File: src/rtl/servant_sleep_pkg.sv
// ---------------------------------------------------------------------------
// servant_sleep_pkg
//   Shared types and helpers for the servant sleep/wake controller.
//   - sleep_state_e    : controller state (RUN, DRAIN, SLEEP, WAKE)
//   - delay_cnt_width(): width of the drain/wake delay counter, which must
//                        hold max(SLEEP_DELAY, WAKE_DELAY); never below 1 bit.
// ---------------------------------------------------------------------------
package servant_sleep_pkg;

   typedef enum logic [1:0] {
      ST_RUN   = 2'd0,
      ST_DRAIN = 2'd1,
      ST_SLEEP = 2'd2,
      ST_WAKE  = 2'd3
   } sleep_state_e;

   function automatic int delay_cnt_width(input int sleep_delay, input int wake_delay);
      int max_dly;
      int w;
      max_dly = (sleep_delay > wake_delay) ? sleep_delay : wake_delay;
      w       = $clog2(max_dly + 1);
      return (w < 1) ? 1 : w;
   endfunction

endpackage : servant_sleep_pkg

File: src/rtl/servant_clk_gate.sv
// ---------------------------------------------------------------------------
// servant_clk_gate
//   Glitch-free clock gate: the enable is captured on the falling edge of
//   i_clk, so it can only change while i_clk is low and the AND gate never
//   produces a runt pulse. Keep all clock gating in this module so it can be
//   replaced by a technology ICG cell.
// Ports
//   i_clk    in   free-running source clock
//   i_rst_n  in   asynchronous active-low reset (forces the gate open)
//   i_en     in   clock enable, i_clk posedge domain
//   o_gclk   out  gated clock = i_clk & enable-captured-on-negedge
// ---------------------------------------------------------------------------
module servant_clk_gate (
   input  logic i_clk,
   input  logic i_rst_n,
   input  logic i_en,
   output logic o_gclk
);

   logic en_neg_q;

   // Reset opens the gate so the core clock runs while the block is in reset.
   always_ff @(negedge i_clk or negedge i_rst_n) begin
      if (!i_rst_n) begin
         en_neg_q <= 1'b1;
      end else begin
         en_neg_q <= i_en;
      end
   end

   assign o_gclk = i_clk & en_neg_q;

endmodule : servant_clk_gate

File: src/rtl/servant_sleep_ctrl.sv
// ---------------------------------------------------------------------------
// servant_sleep_ctrl
//   Sleep/wake controller for the servant core. Gates the core clock when the
//   core requests sleep and restores it on a wakeup request or an unmasked
//   interrupt. Interrupts are synchronised, turned into per-channel pending
//   bits (edge channels sticky until cleared, level channels transparent),
//   and the number of completed sleeps is counted (saturating).
// Ports
//   i_clk         in   free-running clock, also the source of o_gclk
//   i_rst_n       in   asynchronous active-low reset
//   i_sleep_req   in   sleep request (level; rising edge starts a sleep)
//   i_wakeup_req  in   wakeup request (level)
//   i_irq         in   [NUM_IRQ] raw interrupts, may be asynchronous
//   i_irq_mask    in   [NUM_IRQ] 1 = channel may wake the core / raise o_irq
//   i_pend_clr    in   [NUM_IRQ] pending clear pulse (edge channels only)
//   o_pending     out  [NUM_IRQ] pending bits, unmasked
//   o_irq         out  registered OR of masked pending bits
//   o_clk_en      out  registered core clock enable
//   o_gclk        out  glitch-free gated clock for the core
//   o_sleeping    out  1 while in SLEEP or WAKE
//   o_sleep_cnt   out  [CNT_W] completed sleeps, saturating
// ---------------------------------------------------------------------------
module servant_sleep_ctrl
   import servant_sleep_pkg::*;
#(
   parameter int                 NUM_IRQ     = 1,
   parameter logic [NUM_IRQ-1:0] IRQ_EDGE    = '1,
   parameter int                 SYNC_STAGES = 2,
   parameter int                 SLEEP_DELAY = 2,
   parameter int                 WAKE_DELAY  = 1,
   parameter int                 CNT_W       = 16
) (
   input  logic               i_clk,
   input  logic               i_rst_n,
   input  logic               i_sleep_req,
   input  logic               i_wakeup_req,
   input  logic [NUM_IRQ-1:0] i_irq,
   input  logic [NUM_IRQ-1:0] i_irq_mask,
   input  logic [NUM_IRQ-1:0] i_pend_clr,
   output logic [NUM_IRQ-1:0] o_pending,
   output logic               o_irq,
   output logic               o_clk_en,
   output logic               o_gclk,
   output logic               o_sleeping,
   output logic [CNT_W-1:0]   o_sleep_cnt
);

   localparam int DLY_W = delay_cnt_width(SLEEP_DELAY, WAKE_DELAY);
   // Counter preload values; a delay of 0 bypasses the state entirely.
   localparam logic [DLY_W-1:0] SLEEP_LOAD = DLY_W'((SLEEP_DELAY > 0) ? SLEEP_DELAY - 1 : 0);
   localparam logic [DLY_W-1:0] WAKE_LOAD  = DLY_W'((WAKE_DELAY > 0) ? WAKE_DELAY - 1 : 0);

   // ------------------------------------------------------------------
   // Interrupt synchroniser
   // ------------------------------------------------------------------
   logic [NUM_IRQ-1:0] irq_sync;

   generate
      if (SYNC_STAGES == 0) begin : g_nosync
         assign irq_sync = i_irq;
      end else begin : g_sync
         logic [NUM_IRQ-1:0] sync_q [SYNC_STAGES];

         always_ff @(posedge i_clk or negedge i_rst_n) begin
            if (!i_rst_n) begin
               for (int s = 0; s < SYNC_STAGES; s++) begin
                  sync_q[s] <= '0;
               end
            end else begin
               sync_q[0] <= i_irq;
               for (int s = 1; s < SYNC_STAGES; s++) begin
                  sync_q[s] <= sync_q[s-1];
               end
            end
         end

         assign irq_sync = sync_q[SYNC_STAGES-1];
      end
   endgenerate

   // ------------------------------------------------------------------
   // Pending bits
   // ------------------------------------------------------------------
   logic [NUM_IRQ-1:0] irq_prev_q;
   logic [NUM_IRQ-1:0] pend_q;
   logic [NUM_IRQ-1:0] pend_d;
   logic [NUM_IRQ-1:0] irq_rise;
   logic               irq_q;

   assign irq_rise = irq_sync & ~irq_prev_q;

   // Edge channels: set term OR'd after the clear so a same-cycle set wins.
   // Level channels: pending simply mirrors the synchronised input.
   assign pend_d = ( IRQ_EDGE & (irq_rise | (pend_q & ~i_pend_clr)))
                 | (~IRQ_EDGE & irq_sync);

   // ------------------------------------------------------------------
   // Sleep/wake FSM
   // ------------------------------------------------------------------
   sleep_state_e     state_q;
   sleep_state_e     state_d;
   logic [DLY_W-1:0] cnt_q;
   logic [DLY_W-1:0] cnt_d;
   logic             sleep_req_q;
   logic             sleep_edge;
   logic             wake_evt;
   logic             clk_en_q;
   logic             sleep_done;
   logic [CNT_W-1:0] sleep_cnt_q;

   assign sleep_edge = i_sleep_req & ~sleep_req_q;
   // Uses next-cycle pending so an interrupt wakes the core in the same
   // cycle its pending bit is set.
   assign wake_evt   = i_wakeup_req | (|(pend_d & i_irq_mask));

   always_comb begin
      state_d = state_q;
      cnt_d   = cnt_q;
      case (state_q)
         ST_RUN: begin
            // A sleep request coinciding with a wake event is dropped.
            if (sleep_edge && !wake_evt) begin
               if (SLEEP_DELAY == 0) begin
                  state_d = ST_SLEEP;
               end else begin
                  state_d = ST_DRAIN;
                  cnt_d   = SLEEP_LOAD;
               end
            end
         end
         ST_DRAIN: begin
            if (wake_evt) begin
               state_d = ST_RUN;
            end else if (cnt_q == '0) begin
               state_d = ST_SLEEP;
            end else begin
               cnt_d = cnt_q - DLY_W'(1);
            end
         end
         ST_SLEEP: begin
            if (wake_evt) begin
               if (WAKE_DELAY == 0) begin
                  state_d = ST_RUN;
               end else begin
                  state_d = ST_WAKE;
                  cnt_d   = WAKE_LOAD;
               end
            end
         end
         ST_WAKE: begin
            // Wake events are ignored here; the settle delay always completes.
            if (cnt_q == '0) begin
               state_d = ST_RUN;
            end else begin
               cnt_d = cnt_q - DLY_W'(1);
            end
         end
         default: begin
            state_d = ST_RUN;
         end
      endcase
   end

   // Only a real sleep (SLEEP/WAKE back to RUN) counts; aborted drains do not.
   assign sleep_done = ((state_q == ST_SLEEP) || (state_q == ST_WAKE)) && (state_d == ST_RUN);

   always_ff @(posedge i_clk or negedge i_rst_n) begin
      if (!i_rst_n) begin
         state_q     <= ST_RUN;
         cnt_q       <= '0;
         clk_en_q    <= 1'b1;
         sleep_req_q <= 1'b0;
         irq_prev_q  <= '0;
         pend_q      <= '0;
         irq_q       <= 1'b0;
         sleep_cnt_q <= '0;
      end else begin
         state_q     <= state_d;
         cnt_q       <= cnt_d;
         clk_en_q    <= (state_d == ST_RUN) || (state_d == ST_DRAIN);
         sleep_req_q <= i_sleep_req;
         irq_prev_q  <= irq_sync;
         pend_q      <= pend_d;
         irq_q       <= |(pend_d & i_irq_mask);
         if (sleep_done && (sleep_cnt_q != '1)) begin
            sleep_cnt_q <= sleep_cnt_q + CNT_W'(1);
         end
      end
   end

   // ------------------------------------------------------------------
   // Clock gate and outputs
   // ------------------------------------------------------------------
   servant_clk_gate u_clk_gate (
      .i_clk   (i_clk),
      .i_rst_n (i_rst_n),
      .i_en    (clk_en_q),
      .o_gclk  (o_gclk)
   );

   assign o_pending   = pend_q;
   assign o_irq       = irq_q;
   assign o_clk_en    = clk_en_q;
   assign o_sleeping  = (state_q == ST_SLEEP) || (state_q == ST_WAKE);
   assign o_sleep_cnt = sleep_cnt_q;

endmodule : servant_sleep_ctrl
File: config.mk
export PLATFORM = sky130hd
export DESIGN_NAME = servant_sleep_ctrl
export DESIGN_NICKNAME = d
export VERILOG_FILES = /design/src/rtl/servant_sleep_pkg.sv /design/src/rtl/servant_clk_gate.sv /design/src/rtl/servant_sleep_ctrl.sv
export SDC_FILE = /design/constraint.sdc
export NUM_CORES = 1
export LEC_CHECK = 0
export BUFFER_PORTS_ARGS = -buffer_cell sky130_fd_sc_hd__buf_2
export CELL_PAD_IN_SITES_DETAIL_PLACEMENT = 0
export CELL_PAD_IN_SITES_GLOBAL_PLACEMENT = 1
export CORE_MARGIN = 2
export CORE_UTILIZATION = 43
export CTS_BUF_LIST = sky130_fd_sc_hd__clkbuf_8
export CTS_CLUSTER_DIAMETER = 50
export DETAILED_ROUTE_END_ITERATION = 10
export HOLD_SLACK_MARGIN = 0.02
export PLACE_DENSITY_LB_ADDON = 0.15
export SETUP_SLACK_MARGIN = 0.3
export SYNTH_ARGS = -nofsm -noshare
export SYNTH_HDL_FRONTEND = slang
export SYNTH_HIERARCHICAL = 1
export SYNTH_SLANG_ARGS = --single-unit
export TNS_END_PERCENT = 20
File: constraint.sdc
create_clock -name i_clk -period 2.5 [get_ports i_clk]
set_clock_uncertainty 0.1 [all_clocks]
set_input_delay 0.125 -clock i_clk [delete_from_list [all_inputs] [get_ports i_clk]]
set_output_delay 0.125 -clock i_clk [all_outputs]
set_load 0.05 [all_outputs]
==> impl_metrics.toml <==
[cts]
clk-insertion-delay-late_ns = 0.38
clkTransAtPathRegs_ns = 0.09
cts_tree = "built"

[power]
vdd_drop_max_mv = 1.15
cellPowerDensity_nw_per_um2 = 965
p_leak_nw = 0.787
fin_total_pwr_mw = 1.53

[synthesis]
ys_top_cells_by_area = "dfrtp_1 (52%), xnor2_1 (6.3%), dfstp_2 (4.2%), nand3_1 (3.2%), nand4_1 (2.5%)"
synthCells = 112
synth_nets = 121
synth-seq-cells = 28
mappedNetlistArea_sq_um = 1250
yosys_warnings = 6
postSynthAreaPerCell_sq_um = 11.2
synth.distinct_cells = 32
yosysTopAreaCellShare_pct = 52.0
synth.largest_area_cell = "dfrtp_1"
ys_seq_area_share_pct = 56.2

[routing]
drt_first_pass_iters = 4
wl_mm = 2.30
drc = 0
wire_per_inst_microns = 12.8
ant_nets = 0
initialDrtViolationCount = 36
viasPerCell = 5.17
vias = 930

[final_layout]
final_nets = 159
stdcell_count = 180
antennaDiodeCount = 0
post-route-util_pct = 57.5
syn_to_final_growth_pct = 26.7
drive_gt1_share_pct = 30.9

[floorplan]
fp.dieW_microns = 57.9
core_sq_um = 2760
die_area_sq_um = 3360
die_height_microns = 57.9
ioPinCount = 28
start_util_pct = 45.4
rows = 19

[timing]
tightest_slew_ns = 0.603
relSlewSlack_pct = 59.5
layout_setup_ws_ns = -0.199
hold_violations = 0
setup-violations-final = 2
rsz0062_at_grt = "true"
drv_slew = 0

[global_routing]
grt_pass1_vias = 854
grt_max_degree = 28
grt_pass1_wl_mm = 3.84
antenna_found_initial = 0
track_usage_pct = 16.4
overflow = 0

[placed_design]
dp_hpwl_mm = 1.54
dpl.cell_count = 167
port_buffers = 27
place.gp.congestion = 0.767

[setup_path]
cp_cell_sequence = "and2_4 -> buf_8"
cp_num_buf_inv = 1
cp-end-kind = "output pin"
cp_top_family = "flip-flops"
crit-reg2reg-launch = "o_sleep_cnt[12]"
cp.required_ns = 2.28
cp_max_fo = 1
cp_slowest_cell = "dfstp_2"
critPathLaunchType = "register"
critPathLaunch = "u_clk_gate/en_neg_q"
critical_path_class = "register to output pin"
max_stage_delay_ns = 0.50
cp.arrival_ns = 2.47

[run_status]
violations = "setup timing"
status = "finished with violations"

[hold_path]
worstHoldPathType = "input port to asynchronous set/reset pin"

[flow_run]
cap_viol_max_count = 0
==> final timing paths <==
kind                            slack (ns)                   to  depth (start not counted)
max in group asynchronous             0.98  u_clk_gate/en_neg_q                          2
worst max-delay path                 -0.20               o_gclk                          2
worst min-delay path                  0.19      o_sleep_cnt[15]                          3
worst min register to register        0.26             irq_sync                          0
worst max register to register        0.55       o_sleep_cnt[1]                          4
min in group i_clk                    0.26             irq_sync                          0
==> layout by cell type (no fill, tap or decap), types with 3 or more instances in the layout <==
cell / instances
dfrtp_1: 26
and3_1: 4
clkbuf_8: 7
nand2_1: 6
xnor2_1: 9
inv_1: 5
nand4_1: 5
dlygate4sd3_1: 6
nor2_1: 8
o21ai_0: 3
nand3_1: 8
a21oi_1: 4
buf_2: 26
mux2i_1: 3
==> per-layer routing <==
metal  GRT usage [%]  part of all wire (%)
met5               0                     0
met4            15.6                   3.5
met3            6.03                   6.0
met2            20.3                    42
met1            21.6                    49
==> power breakdown <==
part           internal [mW]  leakage [nW]  total [mW]  switching (mW)
Sequential             0.534         0.362       0.606          0.0720
Combinational          0.141         0.358       0.392           0.252
Clock                  0.304        0.0676       0.532           0.228
Total                  0.979         0.787        1.53           0.552
==> synth_stat cells <==
cell type and count:
o21ai_0 3, and3_2 1, a31oi_1 1, nor2b_1 2, nand4_1 5, clkbuf_1 3, xor2_1 2, or3_1 2
buf_2 1, mux2_2 2, o31a_4 1, nor3_1 2, a311oi_1 1, o211ai_1 1, nand4_2 1, or2_2 1
and2_1 1, mux2i_1 3, mux2_4 1, mux2_1 1, nand2b_1 2, and3_1 4, dfrtp_1 26, dfstp_2 2
nand2_1 6, a21oi_1 4, nor2_1 8, xnor2_1 9, nand3_1 8, inv_1 5, o21a_2 1, ha_1 2
==> kinds of logic after synthesis <==
logic type / count (synthesis) / share of synthesized area (%)
buf+inv: 9 / 2.80
compound gates: 12 / 6.70
simple gates: 43 / 18.3
fa+ha+maj: 2 / 2.00
xor+xnor: 11 / 7.70
flops: 28 / 56.2
mux: 7 / 6.30
==> worst reg2reg max path: cells and delay by family (launching register included) <==
kind | cells | cell delay [ns]
DFF | 1 | 0.45
AOI/OAI and AO/OA | 1 | 0.34
and+or+nand+nor | 2 | 0.67
muxes | 1 | 0.30
==> per-stage QoR <==
stage | area, sq um | TNS, ns | setup WS, ns | hold WS (ns)
6_report | 1590 | -0.199 | -0.199 | 0.187
5_1_grt | 1590 | -0.244 | -0.244 | 0.232
4_1_cts | 1590 | -0.204 | -0.204 | 0.201
3_5_place_dp | 1420 | 0 | 0.191 | 0.0682
3_3_place_gp | 1420 | 0 | 0.193 | 0.0624
2_1_floorplan | 1250 | 0 | 0.123 | -0.271
==> flip-flops by register name (all words and copies together), names as in the netlist <==
| register | flops |
|---|---|
| cnt_q | 2 |
| g_sync.sync_q | 1 |
| irq_prev_q | 1 |
| irq_sync | 1 |
| o_clk_en | 1 |
| o_irq | 1 |
| o_pending | 1 |
| o_sleep_cnt | 16 |
| sleep_req_q | 1 |
| state_q | 2 |
| u_clk_gate/en_neg_q | 1 |
==> final cells by class <==
class	instances	area, sq um
Timing Repair Buffer	33	198
Clock inverter	1	3.75
Clock buffer	8	111
Fill cell	244	1170
Tap cell	31	38.8
Sequential cell	28	703
Inverter	4	15.0
Multi-Input combinational cell	75	515
==> timing repair <==
item	in CTS	in global routing
endpoints found under the setup margin	2	2
endpoints found under the hold margin	32	0
buffers inserted	0	0
hold buffers	6	0
resized for setup	4	0
pin swaps	0	0
Note: power is estimated with default switching activity, not from simulation.
